### config.mk
export PLATFORM = sky130hd
export DESIGN_NAME = iq_source_switch
export DESIGN_NICKNAME = d
export VERILOG_FILES = /design/src/rtl/iq_source_switch_pkg.sv /design/src/rtl/iq_conj_swap.sv /design/src/rtl/iq_source_switch.sv
export SDC_FILE = /design/constraint.sdc
export NUM_CORES = 1
export LEC_CHECK = 0
export CAP_MARGIN = 10
export CORE_MARGIN = 2
export CORE_UTILIZATION = 45
export DETAILED_ROUTE_END_ITERATION = 10
export PLACE_DENSITY = 0.83
export SLEW_MARGIN = 40
export SYNTH_ARGS = -nofsm -noshare
export SYNTH_HDL_FRONTEND = slang
export SYNTH_HIERARCHICAL = 1
export SYNTH_SLANG_ARGS = --single-unit
### constraint.sdc
create_clock -name clk -period 8.53 [get_ports clk]
set_input_delay 1.2795 -clock clk [delete_from_list [all_inputs] [get_ports clk]]
set_output_delay 1.2795 -clock clk [all_outputs]
set_load 0.03 [all_outputs]
### src/rtl/iq_source_switch_pkg.sv
// Shared definitions for the RX source selector and the RX control register map:
// FSM state encoding, mode bit positions and a width helper.
package iq_source_switch_pkg;

  typedef enum logic {
    ST_RUN  = 1'b0,
    ST_MUTE = 1'b1
  } state_t;

  localparam int MODE_CONJ = 0;
  localparam int MODE_SWAP = 1;

  // Width needed to index n values, never less than one bit.
  function automatic int clog2_min1(input int n);
    return (n <= 1) ? 1 : $clog2(n);
  endfunction

endpackage

### src/rtl/iq_conj_swap.sv
// Combinational I/Q conditioning: optional saturating conjugate, then optional I/Q swap.
// Shared between the RX selector and the TX path.
module iq_conj_swap
  import iq_source_switch_pkg::*;
#(
  parameter int W = 16
) (
  input  logic [W-1:0] re_i,
  input  logic [W-1:0] im_i,
  input  logic [1:0]   mode_i,
  output logic [W-1:0] re_o,
  output logic [W-1:0] im_o
);

  localparam logic [W-1:0] MIN_V = {1'b1, {(W-1){1'b0}}};
  localparam logic [W-1:0] MAX_V = {1'b0, {(W-1){1'b1}}};

  logic [W-1:0] im_c;

  always_comb begin
    im_c = im_i;
    // Negating the most negative value would wrap back onto itself, so clamp it.
    if (mode_i[MODE_CONJ]) begin
      im_c = (im_i == MIN_V) ? MAX_V : -im_i;
    end
    re_o = re_i;
    im_o = im_c;
    if (mode_i[MODE_SWAP]) begin
      re_o = im_c;
      im_o = re_i;
    end
  end

endmodule

### src/rtl/iq_source_switch.sv
// Registered N-way complex sample selector; zero-fills MUTE_LEN valid samples after
// every source change so the demodulator never sees a splice transient.
module iq_source_switch
  import iq_source_switch_pkg::*;
#(
  parameter int W        = 16,
  parameter int NSRC     = 2,
  parameter int MUTE_LEN = 8,
  localparam int SELW    = clog2_min1(NSRC)
) (
  input  logic              clk,
  input  logic              rst,
  input  logic [NSRC*W-1:0] iredata,
  input  logic [NSRC*W-1:0] iimdata,
  input  logic [NSRC-1:0]   ivalid,
  input  logic [SELW-1:0]   sel,
  input  logic [1:0]        mode,
  output logic [W-1:0]      oredata_rx,
  output logic [W-1:0]      oimdata_rx,
  output logic              ovalid,
  output logic              omute,
  output logic [SELW-1:0]   osel_active
);

  localparam int CW = clog2_min1(MUTE_LEN + 1);
  localparam logic [CW-1:0] CNT_LOAD = CW'(MUTE_LEN);

  state_t          state_q, state_d;
  logic [CW-1:0]   cnt_q, cnt_d;
  logic [SELW-1:0] act_q, act_d;
  logic [W-1:0]    re_q, re_d, im_q, im_d;
  logic            valid_q, valid_d, mute_q, mute_d;

  logic [W-1:0]    src_re, src_im, proc_re, proc_im;
  logic            src_v;
  logic            sel_ok;

  // Strobe semantics: no backpressure. A sample exists on a cycle exactly when its
  // valid bit is high; ovalid marks each registered output sample for one cycle.
  always_comb begin
    src_re = '0;
    src_im = '0;
    src_v  = 1'b0;
    for (int k = 0; k < NSRC; k++) begin
      if (act_q == SELW'(k)) begin
        src_re = iredata[k*W +: W];
        src_im = iimdata[k*W +: W];
        src_v  = ivalid[k];
      end
    end
  end

  assign sel_ok = (32'(sel) < 32'(NSRC));

  iq_conj_swap #(.W(W)) u_conj_swap (
    .re_i  (src_re),
    .im_i  (src_im),
    .mode_i(mode),
    .re_o  (proc_re),
    .im_o  (proc_im)
  );

  always_comb begin
    state_d = state_q;
    cnt_d   = cnt_q;
    act_d   = act_q;
    re_d    = re_q;
    im_d    = im_q;
    valid_d = src_v;
    mute_d  = (state_q == ST_MUTE);

    if (src_v) begin
      if (state_q == ST_MUTE) begin
        re_d = '0;
        im_d = '0;
        if (cnt_q == CW'(1)) begin
          state_d = ST_RUN;
          cnt_d   = '0;
        end else begin
          cnt_d = cnt_q - CW'(1);
        end
      end else begin
        re_d = proc_re;
        im_d = proc_im;
      end
    end

    // A switch overrides the countdown above, so a change during MUTE restarts it.
    if (sel_ok && (sel != act_q)) begin
      act_d = sel;
      if (MUTE_LEN > 0) begin
        state_d = ST_MUTE;
        cnt_d   = CNT_LOAD;
      end
    end
  end

  always_ff @(posedge clk) begin
    if (rst) begin
      state_q <= ST_RUN;
      cnt_q   <= '0;
      act_q   <= '0;
      re_q    <= '0;
      im_q    <= '0;
      valid_q <= 1'b0;
      mute_q  <= 1'b0;
    end else begin
      state_q <= state_d;
      cnt_q   <= cnt_d;
      act_q   <= act_d;
      re_q    <= re_d;
      im_q    <= im_d;
      valid_q <= valid_d;
      mute_q  <= mute_d;
    end
  end

  assign oredata_rx  = re_q;
  assign oimdata_rx  = im_q;
  assign ovalid      = valid_q;
  assign omute       = mute_q;
  assign osel_active = act_q;

endmodule

Yosys cells after proc, flatten, opt, wreduce, memory -nomap -nowiden
Index checks and enable logic that the tools add are counted.
Operators by class
  add/sub/neg operators: 2
  equality and inequality tests: 3
  mux-type cells: 17
  reductions and logical operators: 5
Operators with widths (number)
  16-bit two-way mux: 8
  16-bit equality test, second input constant: 1
  4-bit two-way mux: 4
  16-bit negator: 1
  1-bit two-way mux: 5
  4-bit by 1-bit equality test with 1-bit output, second input constant: 1
  2-bit AND reduction: 2
  2-bit nonzero test: 2
  4-bit by 1-bit subtractor with 4-bit output, second input constant: 1
  2-bit OR reduction: 1
  1-bit inequality test: 1
Word-level totals
  register bits after elaboration: 40
  input port bits: 71
  output and inout port bits: 35
  logic and storage cells: 35

Longest topological paths before layout
Gate-level depths: netlist (run 1).
  depth in word-level cells: 6
  depth in mapped cells: 11
  mapped depth without buffers: 8

By module
The synthesis (run 1) kept the hierarchy.
Modules (own cells, without submodules)
  iq_source_switch: times used 1, cells an instance 144, area an instance 1722.9 um2, sequential area each 800.8 um2
  iq_conj_swap: times used 1, cells an instance 148, area an instance 923.4 um2, sequential area each 0.0 um2

Least setup slack after synthesis (run 1)
No wires, ideal clock.
  path kind: input port to flip-flop
  start point: input port iimdata[22]
  end point: register im_q[15] (netlist: oimdata_rx[15])
  library setup time: 60 ps
  data arrival time: 3494 ps
  data required time: 8470 ps
  slack: 4977 ps
  stages: 7
  path buffers: 1
  path through: mux2_2 -> or4_4 -> buf_6 -> or4_4 -> or4_1 -> nand3_1 -> a22o_1
Between the ends
  word-level cells in the longest chain between the ends: 6
  elaborated cells on any way between the ends: 7
  those cells by class: 1 x add/sub; 1 x eq/ne; 5 x mux
RTL lines
  start, declared: RTL line iq_source_switch.sv:14  | input logic [NSRC*W-1:0] iimdata,
  16-bit two-way mux *: RTL line iq_source_switch.sv:45  | if (act_q == SELW'(k)) begin
  16-bit negator / 16-bit equality test (equally long branches): RTL line iq_conj_swap.sv:24  | im_c = (im_i == MIN_V) ? MAX_V : -im_i;
  16-bit two-way mux *: RTL line iq_conj_swap.sv:24
  16-bit two-way mux *: RTL line iq_conj_swap.sv:23  | if (mode_i[MODE_CONJ]) begin
  16-bit two-way mux *: RTL line iq_conj_swap.sv:28  | if (mode_i[MODE_SWAP]) begin
  named net proc_im[15]: RTL line iq_source_switch.sv:34  | logic [W-1:0] src_re, src_im, proc_re, proc_im;
  16-bit two-way mux *: RTL line iq_source_switch.sv:73  | if (state_q == ST_MUTE) begin
  end signal, assigned: RTL line iq_source_switch.sv:112  | im_q <= im_d;
  end, declared: RTL line iq_source_switch.sv:31  | logic [W-1:0] re_q, re_d, im_q, im_d;
Mark *: on every way through the listed nets, which the timed path passes. The rest lies on a longest branch.
A chain may end at the register's enable or synchronous reset.

Worst setup path after layout (run 1)
  start point: input port iimdata[0]
  end point: register re_q[10] (netlist: oredata_rx[10])
Between the ends
  word-level cells in the longest chain between the ends: 6
  elaborated cells on any way between the ends: 7
  those cells by class: 1 x add/sub; 1 x eq/ne; 5 x mux
RTL lines
  16-bit two-way mux *: RTL line iq_source_switch.sv:45
  named net src_im[0]: RTL line iq_source_switch.sv:34
  16-bit negator / 16-bit equality test (equally long branches): RTL line iq_conj_swap.sv:24
  16-bit two-way mux *: RTL line iq_conj_swap.sv:24
  16-bit two-way mux *: RTL line iq_conj_swap.sv:23
  16-bit two-way mux *: RTL line iq_conj_swap.sv:28
  named net proc_re[10]: RTL line iq_source_switch.sv:34
  16-bit two-way mux *: RTL line iq_source_switch.sv:73
  end signal, assigned: RTL line iq_source_switch.sv:111  | re_q <= re_d;
  end, declared: RTL line iq_source_switch.sv:31
Marks and branches as above.

==> run summary, run 1 <==
The repair_antennas step left the layout with diodes totalling 0. The summed area of non-filler cells in the final layout was 3800 sq um; the total half-perimeter wirelength after legalization and detailed placement was 6.00 mm. Setup repair after global routing left no endpoint under its margin. The number of different library cells used by synthesis comes to 54. The global routing's busiest layer was met2. The combined area of all synthesized cells was 2650 sq um. The tools report the endpoint required time on the critical path as 8720 ps.

The number of clock buffers added by TritonCTS is 5. The top cell types in the final layout, fill and taps aside, are sky130_fd_sc_hd__clkdlybuf4s50_1 (105), sky130_fd_sc_hd__dfxtp_1 (40), sky130_fd_sc_hd__mux2_2 (33). The area of the core is 5610 sq um.

The run gives 106 as the I/O pin total. The run gives 0.313 as the met1 track demand over resource in global routing. The post-synthesis to final-layout area growth is 43.5%. For this run, the leading register cell type out of synthesis is sky130_fd_sc_hd__dfxtp_1. Static timing analysis puts the maximum clock frequency at 245 MHz. The run gives 0 as the remaining routing DRC violations. The source-to-sink clock delay at the later pin of the worst-skew pair was 300 ps; the quantity of gates resized following cts was 0. Port buffering added 105 buffers. The worst setup path is captured at a flip-flop.

Synthesized net count: 366. After detailed routing, the total wire length is 7.82 mm. The floorplan step set the die height to 80.7 um. The run gives 0.459 as the relative slew slack.

The flow ran to the end, and the final reports show no timing, DRC or antenna violations. Across the VDD grid, the largest voltage drop is 70.6 uV. The number of enable-type register cells in the synthesized netlist came out at 0. The type of element launching the critical path was a primary input.

Entering global routing, the biggest net connects 44 pins. The number of buffers inserted to repair setup after CTS came out at 0. The root buffer cell chosen for the clock tree is sky130_fd_sc_hd__clkbuf_8. The final route contains 2827 vias. The async set or reset register ratio after synthesis was 0. Overall track demand over capacity in global routing: 0.244. For the part of the Yosys area used for sequential elements, the log shows 0.303. Clock-pin slew was measured on the worst setup and hold paths at 80 ps. The cell type with the largest total area after synthesis is sky130_fd_sc_hd__dfxtp_1. The worst hold path belongs to the class reg2reg.

The placed instances occupy a cell area of 3710 sq um. After detailed placement, the design holds a cell count of 450. Max-cap violations in this run came to 0. The number of pins exceeding their max-slew limit in the final report is 0, and the data arrival time at the worst-slack endpoint is 4280 ps.

TritonCTS built the clock tree. Number of antenna-violating nets in the routed design: 0. After the first detailed-routing iteration, the DRC count stood at 308. The logs give 0.882 for the final weighted congestion of routability-driven global placement and 0 for the hold buffer count at CTS.

The initial antenna violation count was 0; the clock tree skew after final layout was 6.45 ps. After routing, the total negative slack on setup checks comes to 0 ps. The register bit count reported by yosys came out at 40. The net count of the finished layout is 459. The final clock period utilization by the worst path came out at 0.479. During synthesis, Yosys emitted a total of 6 warnings. By area the synthesized netlist is led by sky130_fd_sc_hd__dfxtp_1 (30%), sky130_fd_sc_hd__mux2_2 (14%), sky130_fd_sc_hd__a22o_1 (11%), sky130_fd_sc_hd__a31oi_1 (3.3%), sky130_fd_sc_hd__nor2_1 (3.1%).

The met3 capacity usage during global routing is 0.0348. Die outline area: 6510 sq um. The detail-routed via count per cell was 6.17; the met2 routing resource usage after global routing was 0.407.

The top cell type's share of synthesized area is 0.303. The sum of overflow across all layers after global routing was 0; the number of levels the H-tree was split into was 2. The longest clock path from root to sink contains 2 buffers.

The actual slew at the worst max-slew pin works out to 810 ps. The setup path with the least slack is of type in2reg. Number of global-route vias before repair: 2644. For the worst flop-to-flop path, the logic depth is 8. For this run, the number of standard cells in the final layout without fillers is 458. For the worst hold slack, the log shows 478 ps.

The global-route wire length before repair came out at 12.3 mm. The number of inserted filler cells in the final layout is 466. In this run the static leakage power is 1.38 nW. The most common cell after layout, fill and taps aside is sky130_fd_sc_hd__clkdlybuf4s50_1. The share of post-route cells with drive strength above 1 was 0.148; the post-synthesis cell count was 292. The final count of negative-setup-slack endpoints was 0; the overall die width was 80.7 um. The routed design could run at a clock period as short as 4090 ps.

The setup slack on the worst flop-to-flop path was 4880 ps. In the final routed layout, each cell accounts on average for 17.1 um. The areal power density over the cells was 137 nW/um^2; the TritonCTS sink count was 40.

The cell row count came out at 27. The starting density of the core is 0.472. Average cell area after synthesis: 9.06 sq um. Along the worst path, the maximum fanout reaches 7.

The number of cells traversed by the worst hold path is 1. The first detailed-routing pass ran for 5 iterations. Total count of hold-check failures in the final report: 0.
[final timing paths]
| kind | start | endpoint |
|---|---|---|
| hold / removal | oimdata_rx[15] | oimdata_rx[15] |
| setup / recovery | iimdata[0] | oredata_rx[10] |
| hold reg to reg | oimdata_rx[15] | oimdata_rx[15] |
| setup reg to reg | osel_active | oredata_rx[10] |
[cells in the mapped netlist, types with 5 or more instances]
cell type                   instances
sky130_fd_sc_hd__a31oi_1           14
sky130_fd_sc_hd__buf_2              6
sky130_fd_sc_hd__clkbuf_1          11
sky130_fd_sc_hd__dfxtp_1           40
sky130_fd_sc_hd__o31ai_1            5
sky130_fd_sc_hd__mux2_2            33
sky130_fd_sc_hd__o41ai_1            8
sky130_fd_sc_hd__a22o_1            32
sky130_fd_sc_hd__nand2_1           10
sky130_fd_sc_hd__o21ai_0           11
sky130_fd_sc_hd__nor2_1            22
sky130_fd_sc_hd__a2111oi_0          5
sky130_fd_sc_hd__a21oi_1            7
sky130_fd_sc_hd__inv_1             12
[layout make-up]
class / count / area (sq um) / area share
clock inverters: 3 / 18.8 / 0.00494
flip-flops and latches: 40 / 801 / 0.211
inverters: 13 / 48.8 / 0.0128
multi-input cells: 216 / 1680 / 0.443
well taps: 72 / 90.1 / 0.0237
clock buffers: 5 / 68.8 / 0.0181
repair buffers: 109 / 1090 / 0.287
[registers in the layout, indices dropped and copies added, names as in the netlist]
name         flops
oredata_rx      16
ovalid           1
oimdata_rx      16
omute            1
mute_d           1
osel_active      1
cnt_q            4
[report_power, final]
group | switching, mW | leakage, nW | internal, mW
Sequential | 0.00998 | 0.328 | 0.201
Clock | 0.0681 | 0.0479 | 0.0570
Combinational | 0.0922 | 1.01 | 0.0911
[through the flow]
step	total power, mW	setup WS [ps]	util
after floorplan	0.319	4980	-
after global placement	0.391	4300	0.658
after detailed placement	0.397	4230	0.662
after CTS	0.521	4520	0.677
after global routing	0.545	4380	0.677
final	0.519	4440	0.677
[per-layer routing]
| layer | routed length [um] | vias to the layer above | share of wire |
|---|---|---|---|
| met2 | 3700 | 170 | 0.47 |
| li1 | - | 1323 | - |
| met1 | 3270 | 1315 | 0.42 |
| met4 | 208 | 0 | 0.027 |
| met5 | 0 | - | 0 |
| met3 | 650 | 19 | 0.083 |
[critical path: stages]
cell and delay, ps:
sky130_fd_sc_hd__clkdlybuf4s50_1 400, sky130_fd_sc_hd__mux2_2 290, sky130_fd_sc_hd__inv_1 120, sky130_fd_sc_hd__ha_1 200, sky130_fd_sc_hd__or4b_1 610, sky130_fd_sc_hd__or2_2 360
sky130_fd_sc_hd__o41ai_1 600, sky130_fd_sc_hd__o22ai_1 190, sky130_fd_sc_hd__a22o_1 230
[cell families after synthesis]
group                      count (synthesis)  share of synthesized area
DFF                                       40                      0.303
xor gates and xnor gates                   6                     0.0199
muxes                                     35                      0.149
adders and majority gates                  3                     0.0142
AOI/OAI and AO/OA                        104                      0.300
and+or+nand+nor                           68                      0.150
buffers and inverters                     36                     0.0638
Note: power is estimated with default switching activity, not from simulation.
==> run 2: changes to the inputs <==
--- a/config.mk
+++ b/config.mk
@@ -7,9 +7,9 @@
 export LEC_CHECK = 0
 export CAP_MARGIN = 10
 export CORE_MARGIN = 2
-export CORE_UTILIZATION = 45
+export CORE_UTILIZATION = 40
 export DETAILED_ROUTE_END_ITERATION = 10
-export PLACE_DENSITY = 0.83
+export PLACE_DENSITY = 0.78
 export SLEW_MARGIN = 40
 export SYNTH_ARGS = -nofsm -noshare
 export SYNTH_HDL_FRONTEND = slang
==> constraint.sdc (replaced) <==
create_clock -name clk -period 3.4 [get_ports clk]
set_input_delay 0.51 -clock clk [delete_from_list [all_inputs] [get_ports clk]]
set_output_delay 0.51 -clock clk [all_outputs]
set_load 0.03 [all_outputs]
==> run 2 against run 1 <==
Against the previous run: worst hold slack better by 3.3 ps; largest power group unchanged; design area up 2.4%; combinational power rose to 2.6 times the previous value; utilization down 6.8 points; sequential cell count unchanged; die area up 12%; highest routed layer unchanged; setup slack worse by 4300 ps.
==> run summary, run 2 (synthesis gave the netlist of run 1 again) <==
The run finished with clean final reports. For the portion of total power attributed to sequential cells, the log shows 0.405. For the number of search-and-repair iterations in the first detailed-routing pass, the log shows 5. The H-tree was split into 2 levels. For this design the ratio of total power to cell area is 336 nW/um^2. The clock reaches the later pin of the worst-skew pair after 290 ps. The area of the core is 6390 sq um, and the maximum frequency from static timing analysis is 312 MHz.

The tree is rooted in a sky130_fd_sc_hd__clkbuf_8. The tools report the type of element launching the critical path as a flip-flop. The post-synthesis to final-layout area growth is 47.0%.

Of all nets on the critical path, the largest fanout is 13. The power share of the clock group is 0.237, and the sum of negative setup slack is 0 ps. At the end of routability-driven placement, the weighted congestion stood at 0.918. Summed over all cells, the static leakage comes to 1.44 nW.

The tools report the element type at the critical path end as a flip-flop. The final clock period utilization by the worst path is 0.943, and the relative slew slack is 0.516. For this run, design rule violations remaining after detail routing come to 0. The max-cap violation count was 0; the die boundary height was 85.3 um. The setup slack after placement is -18.7 ps, and the number of pins exceeding their max-slew limit in the final report is 0. The repair_antennas step left the layout with diodes totalling 0. The actual slew at the worst max-slew pin is 725 ps, and the sum of overflow across all layers after global routing is 0.

The peak supply drop is 193 uV. Classification of the worst-slack hold path: reg2reg. Internal power comes to 0.883 mW. The tools report the cell row count as 29.

In the layout the commonest cells are sky130_fd_sc_hd__clkdlybuf4s50_1 (105), sky130_fd_sc_hd__dfxtp_1 (39), sky130_fd_sc_hd__mux2_2 (33). TritonCTS built the clock tree. The clock-pin slew reported for the worst setup and hold paths after clock tree synthesis is 80 ps.

The run gives 0.424 mW as the net switching component of the power. Setup repair after global routing left no endpoint under its margin. For the count of non-filler cells in the finished layout, the log shows 475. The logs give 0 for the total count of hold-check failures in the final report and 40 for the TritonCTS sink count.

Final-stage net count: 471. The overall die width is 85.3 um. The logs give 0 for the initial antenna violation count and 10.5 ps for the clock tree skew after final layout. Data arrives at the worst endpoint at 3380 ps. For the endpoint required time on the critical path, the log shows 3580 ps. After filler insertion, the fill cell instance count of the layout stands at 542. The detail route stage leaves a number of antenna-violating nets equal to 0. The floorplan step defined a die boundary enclosing 7280 sq um. The switching share of power is 0.325, and the total routed wirelength is 8.02 mm. The starting density of the core was 0.414.

The total half-perimeter wirelength after legalization and detailed placement is 6.20 mm. The tools report the largest net degree at the start of global routing as 43. The worst setup path is of the reg2reg kind. In this run, placement finished with an instance count of 467. The combinational cell fraction of total power was 0.358; the post-route minimum period was 3210 ps. The clock passes through at most 2 buffers. For this block, the initial DRC count from the detailed router was 262.

Setup violations remaining at the end of the flow were counted as 0. Most common cell after layout, fill and taps aside: sky130_fd_sc_hd__clkdlybuf4s50_1. The number of global-route vias before repair came out at 2630.

The share of post-route cells with drive strength above 1 is 0.176, and the routed length per placed instance is 16.9 um. Final cell utilization of the core: 0.609. The routed layout has 2787 vias. Across all setup checks in the final design, the least slack found is 193 ps. Port buffering added 105 buffers. The first global-routing pass estimated 12.8 mm of wire. Clock tree synthesis inserted a total of 5 buffers. 106 I/O pins were placed. The worst hold slack is 481 ps, and the overall track demand over capacity in global routing is 0.218. The detail-routed via count per cell is 5.87.
run 2: changes by cell type in the layout (fill, tap and decap cells not counted), sizes merged:
cell,delta
buf,+12
run 2: power by group through the flow:
stage | registers [mW] | clock network (mW) | logic, mW
2_1_floorplan | 0.595 | 0 | 0.206
3_3_place_gp | 0.539 | 0 | 0.458
3_5_place_dp | 0.540 | 0 | 0.464
4_1_cts | 0.529 | 0.313 | 0.466
5_1_grt | 0.534 | 0.335 | 0.502
6_report | 0.530 | 0.310 | 0.467
run 2: per-layer routing:
metal / global-route usage / part of all wire / routed length [um] / up-vias
met5: 0 / 0 / 0 / -
met4: 0.0707 / 0.021 / 170 / 0
met3: 0.0428 / 0.085 / 681 / 19
met2: 0.354 / 0.48 / 3810 / 141
met1: 0.291 / 0.42 / 3360 / 1283
li1: - / - / - / 1344
run 2: cell type report:
| type | instances | area [sq um] | area share |
|---|---|---|---|
| clock buffers | 5 | 68.8 | 0.0177 |
| flip-flops and latches | 40 | 802 | 0.206 |
| clock inverters | 3 | 18.8 | 0.00483 |
| well taps | 77 | 96.3 | 0.0248 |
| repair buffers | 121 | 1170 | 0.301 |
| inverters | 13 | 48.8 | 0.0125 |
| multi-input cells | 216 | 1680 | 0.433 |
run 2: path summary, 6_finish.rpt:
kind	startpoint	end	slack [ps]	cells after the start
setup / recovery	osel_active	oredata_rx[10]	190	8
hold / removal	oredata_rx[9]	oredata_rx[9]	480	1
setup reg to reg	osel_active	oredata_rx[10]	190	8
hold reg to reg	oredata_rx[9]	oredata_rx[9]	480	1
run 2: what timing repair did:
item	in CTS	in global routing
gates resized for setup	0	1
buffers inserted	0	0
hold buffers	0	0
endpoints found under the setup margin	0	6
run 2: worst max-delay path: stages (launching register included):
cell                      delay, ps
sky130_fd_sc_hd__dfxtp_2        530
sky130_fd_sc_hd__mux2_2         400
sky130_fd_sc_hd__inv_1           80
sky130_fd_sc_hd__ha_1           180
sky130_fd_sc_hd__or4b_1         510
sky130_fd_sc_hd__or2_2          330
sky130_fd_sc_hd__o41ai_1        640
sky130_fd_sc_hd__o22ai_1        180
sky130_fd_sc_hd__a22o_1         230
run 2: stage by stage:
step | area [sq um] | power, mW
2_1_floorplan | 2650 | 0.801
3_3_place_gp | 3800 | 0.997
3_5_place_dp | 3800 | 1.00
4_1_cts | 3890 | 1.31
5_1_grt | 3890 | 1.37
6_report | 3890 | 1.31
==> run 3: changes to the inputs <==
--- a/config.mk
+++ b/config.mk
@@ -5,11 +5,12 @@
 export SDC_FILE = /design/constraint.sdc
 export NUM_CORES = 1
 export LEC_CHECK = 0
+export ABC_AREA = 1
 export CAP_MARGIN = 10
 export CORE_MARGIN = 2
-export CORE_UTILIZATION = 40
+export CORE_UTILIZATION = 41
 export DETAILED_ROUTE_END_ITERATION = 10
-export PLACE_DENSITY = 0.78
+export PLACE_DENSITY = 0.77
 export SLEW_MARGIN = 40
 export SYNTH_ARGS = -nofsm -noshare
 export SYNTH_HDL_FRONTEND = slang
==> run 3 against run 2 <==
Against the previous run: combinational power grew 1%; sequential cell count is the same; sequential power shrank 2%; final cell count grew 47%; sequential share of layout area shrank 1.0 points; wire length grew 6.6%; via count grew 23%; utilization shrank 1.4 points; highest routed layer unchanged.
==> run summary, run 3 <==
Detailed routing inserted a total of 3426 vias. The tools report the origin of the worst setup path as osel_active. The area share of and/or/nand/nor cells after synthesis is 0.506, and the number of design-rule violations left by the first detailed-router iteration is 195. The biggest area contributor in the post-synthesis netlist is sky130_fd_sc_hd__nand2_1. Yosys printed 6 warnings. The worst setup path is of the reg2reg kind. The classification of the worst-slack hold path was reg2reg. After clock tree synthesis, the clock-pin slew on the worst setup and hold paths is 80 ps. The startpoint identified for the worst register-to-register timing path is osel_active.

The first detailed-routing pass took 4 iterations. The number of cells after detailed placement was 690; the endpoint required time on the critical path was 3610 ps. The cell count after synthesis came out at 512. The worst-case IR drop observed on VDD is 177 uV. The complex-gate fraction of the synthesized area works out to 0.103.

The count of non-filler cells in the finished layout is 698, and the I/O pin total is 106. The setup slack after placement was 875 ps; the final clock period utilization by the worst path was 0.703. The logs give 0.226 for the overall track demand over capacity in global routing and 639 for the number of inserted filler cells in the final layout. The final cell utilization of the core came out at 0.595. In this run the worst setup path terminates at oredata_rx[14].

TritonCTS built the clock tree. Among all flip-flop cells after synthesis, the most frequent one is sky130_fd_sc_hd__dfxtp_1. At the pin with the least slew margin, the transition time is 575 ps. The overall die width was 88.6 um; the worst path setup slack after routing was 1010 ps. The area share of xor/xnor cells in the synthesized design works out to 0.00299. The wire-length estimate of the detail-placed layout is 6.69 mm. After floorplanning, the core was divided into 30 placement rows. The routed design could run at a clock period as short as 2390 ps.

The number of global-route vias before repair was 3136; the starting density of the core was 0.427. The post-placement cell area was 3980 sq um; the async set or reset register ratio after synthesis was 0. The logs give 0 for the max-cap violation count and 1.37 mW for the overall power consumption.

For this run the aggregate overflow at the end of global routing stands at 0. Summing all flip-flop and latch instances after layout gives 801 sq um. The share of synthesized area spent on multiplexers works out to 0. CTS built an H-tree with a depth of 2. The number of buffers inserted to repair setup after CTS is 0, and the data arrival time at the worst-slack endpoint is 2600 ps. Synthesized net count: 586. The TritonCTS sink count is 40, and the hold buffer count at CTS is 0. The first global-routing pass estimated 14.1 mm of wire.

The die boundary height is 88.6 um. The tools report the relative slew slack as 0.616. The run gives 0 as the number of pins exceeding their max-slew limit in the final report. For this design the static power due to leakage is 1.94 nW.

The floorplan step defined a die boundary enclosing 7850 sq um. Using the TritonRoute via totals, the vias-per-cell ratio works out to 4.91. The run gives 0 ps as the sum of negative setup slack.

The number of antenna repair diodes was 0. The summed area of non-filler cells in the final layout was 4090 sq um. Setup repair after global routing left no endpoint under its margin. The logs give 0 for the quantity of gates resized following cts and 0 for the number of antenna-violating nets in the routed design. Averaged over all synthesized cells, the footprint is 5.73 sq um. Entering global routing, the biggest net connects 35 pins.

Summing every instance area after synthesis gives 2930 sq um. Dividing total power by cell area gives a power density of 335 nW/um^2. Synthesized-area fraction occupied by adder cells: 0.0128. Compared with the post-synthesis result, the final layout area differs by 39.4%. The commonest cells after synthesis are sky130_fd_sc_hd__nand2_1 (245), sky130_fd_sc_hd__nand3_1 (51), sky130_fd_sc_hd__dfxtp_1 (40). In the post-synthesis netlist, the biggest area contributors are sky130_fd_sc_hd__nand2_1 (31%), sky130_fd_sc_hd__dfxtp_1 (27%), sky130_fd_sc_hd__nand3_1 (8.7%), sky130_fd_sc_hd__o21ai_1 (5.8%), sky130_fd_sc_hd__o21ai_0 (3.8%). The tools report the worst hold slack as 476 ps.

The number of enable-type register cells in the synthesized netlist came out at 0. The run gives 0.273 as the part of the Yosys area used for sequential elements. Among all cell types in the netlist, the one instantiated most often is sky130_fd_sc_hd__nand2_1. STA classifies the critical path startpoint as a flip-flop. The run finished with clean final reports.

The worst-case reg-to-reg path depth is 16. The endpoint of the most critical register-to-register path was oredata_rx[14]. Buffers inserted during clock tree synthesis total 5. For the source-to-sink clock delay at the later pin of the worst-skew pair, the log shows 290 ps. Static timing analysis puts the maximum clock frequency at 419 MHz.

Setup violations remaining at the end of the flow were counted as 0. The initial antenna violation count was 0. The top cell type's share of synthesized area works out to 0.314. In this run the tool buffered the top-level ports with 105 buffer cells. Register bit count reported by yosys: 40. Element type at the critical path end: a flip-flop.

The number of distinct library cells after synthesis is 25. The multi-input combinational cells in the finished layout cover a total of 1830 sq um. The logs give 675 for the final-stage net count and 8.56 mm for the total routed wirelength. The largest driver fanout on the critical path came out at 34. After floorplanning, the core was sized to cover 6870 sq um.

The clock passes through at most 2 buffers. The total count of hold-check failures in the final report was 0. The root buffer selected by CTS was sky130_fd_sc_hd__clkbuf_8.

The most common cell after layout, fill and taps aside was sky130_fd_sc_hd__nand2_1. The setup slack on the worst flop-to-flop path was 1010 ps; the remaining routing DRC violations was 0. The congestion estimate from routability-driven global placement came to 0.960. Largest family of logic cells by synthesized area: simple AND/OR/NAND/NOR gates. After detailed routing, the average wire length per cell comes to 12.3 um. In the layout the commonest cells are sky130_fd_sc_hd__nand2_1 (245), sky130_fd_sc_hd__clkdlybuf4s50_1 (105), sky130_fd_sc_hd__nand3_1 (51).

The clock tree skew after final layout was 4.56 ps; the share of post-route cells with drive strength above 1 was 0.0681.
==> run 3: how the worst min path moves through the flow <==
stage | from | to | slack, ps | depth (start not counted)
floorplan | cnt_q[0] | cnt_q[0] | 460 | 2
global placement | oredata_rx[13] | oredata_rx[13] | 460 | 2
detailed placement | oredata_rx[10] | oredata_rx[10] | 470 | 2
CTS | oredata_rx[13] | oredata_rx[13] | 480 | 2
global route | oimdata_rx[11] | oimdata_rx[11] | 500 | 2
finish | oimdata_rx[6] | oimdata_rx[6] | 480 | 2
==> run 3: where the power goes <==
group          internal [mW]  total [mW]  switching (mW)  leakage, nW
logic                  0.198       0.473           0.274         1.56
clock network          0.218       0.381           0.163       0.0552
registers              0.498       0.518          0.0203        0.327
==> run 3: cells by family (layout without fill, tap and decap cells) <==
kind of cell               after synthesis  count (layout)
and+or+nand+nor                        344             344
buffers and inverters                   64             154
AOI/OAI and AO/OA                       60              60
DFF                                     40              40
adders and majority gates                3               3
xor gates and xnor gates                 1               1
==> run 3: worst max-delay path: stages (launching register included) <==
cell	delay (ps)
sky130_fd_sc_hd__dfxtp_1	330
sky130_fd_sc_hd__buf_4	250
sky130_fd_sc_hd__inv_4	180
sky130_fd_sc_hd__nand2_1	100
sky130_fd_sc_hd__nand2_1	60
sky130_fd_sc_hd__inv_1	90
sky130_fd_sc_hd__ha_1	190
sky130_fd_sc_hd__nand3_2	110
sky130_fd_sc_hd__inv_2	90
sky130_fd_sc_hd__nand2_2	90
sky130_fd_sc_hd__nor2_4	110
sky130_fd_sc_hd__nand2_4	160
sky130_fd_sc_hd__nand3_2	160
sky130_fd_sc_hd__nand2_1	80
sky130_fd_sc_hd__nand2_1	90
sky130_fd_sc_hd__nand2_1	60
sky130_fd_sc_hd__o21ai_1	150
==> run 3: cell type report <==
type / instances / area share
Tap cell: 96 / 0.0294
Inverter: 36 / 0.0337
Clock buffer: 6 / 0.0177
Sequential cell: 40 / 0.196
Clock inverter: 2 / 0.00857
Multi-Input combinational cell: 408 / 0.449
Timing Repair Buffer: 110 / 0.266
==> run 3: metal layers <==
metal  up-vias  GRT usage  part of all wire
met2       116      0.390              0.47
li1       1793          -                 -
met3         6     0.0326             0.064
met4         0     0.0455            0.0069
met5         -          0                 0
met1      1511      0.300              0.46
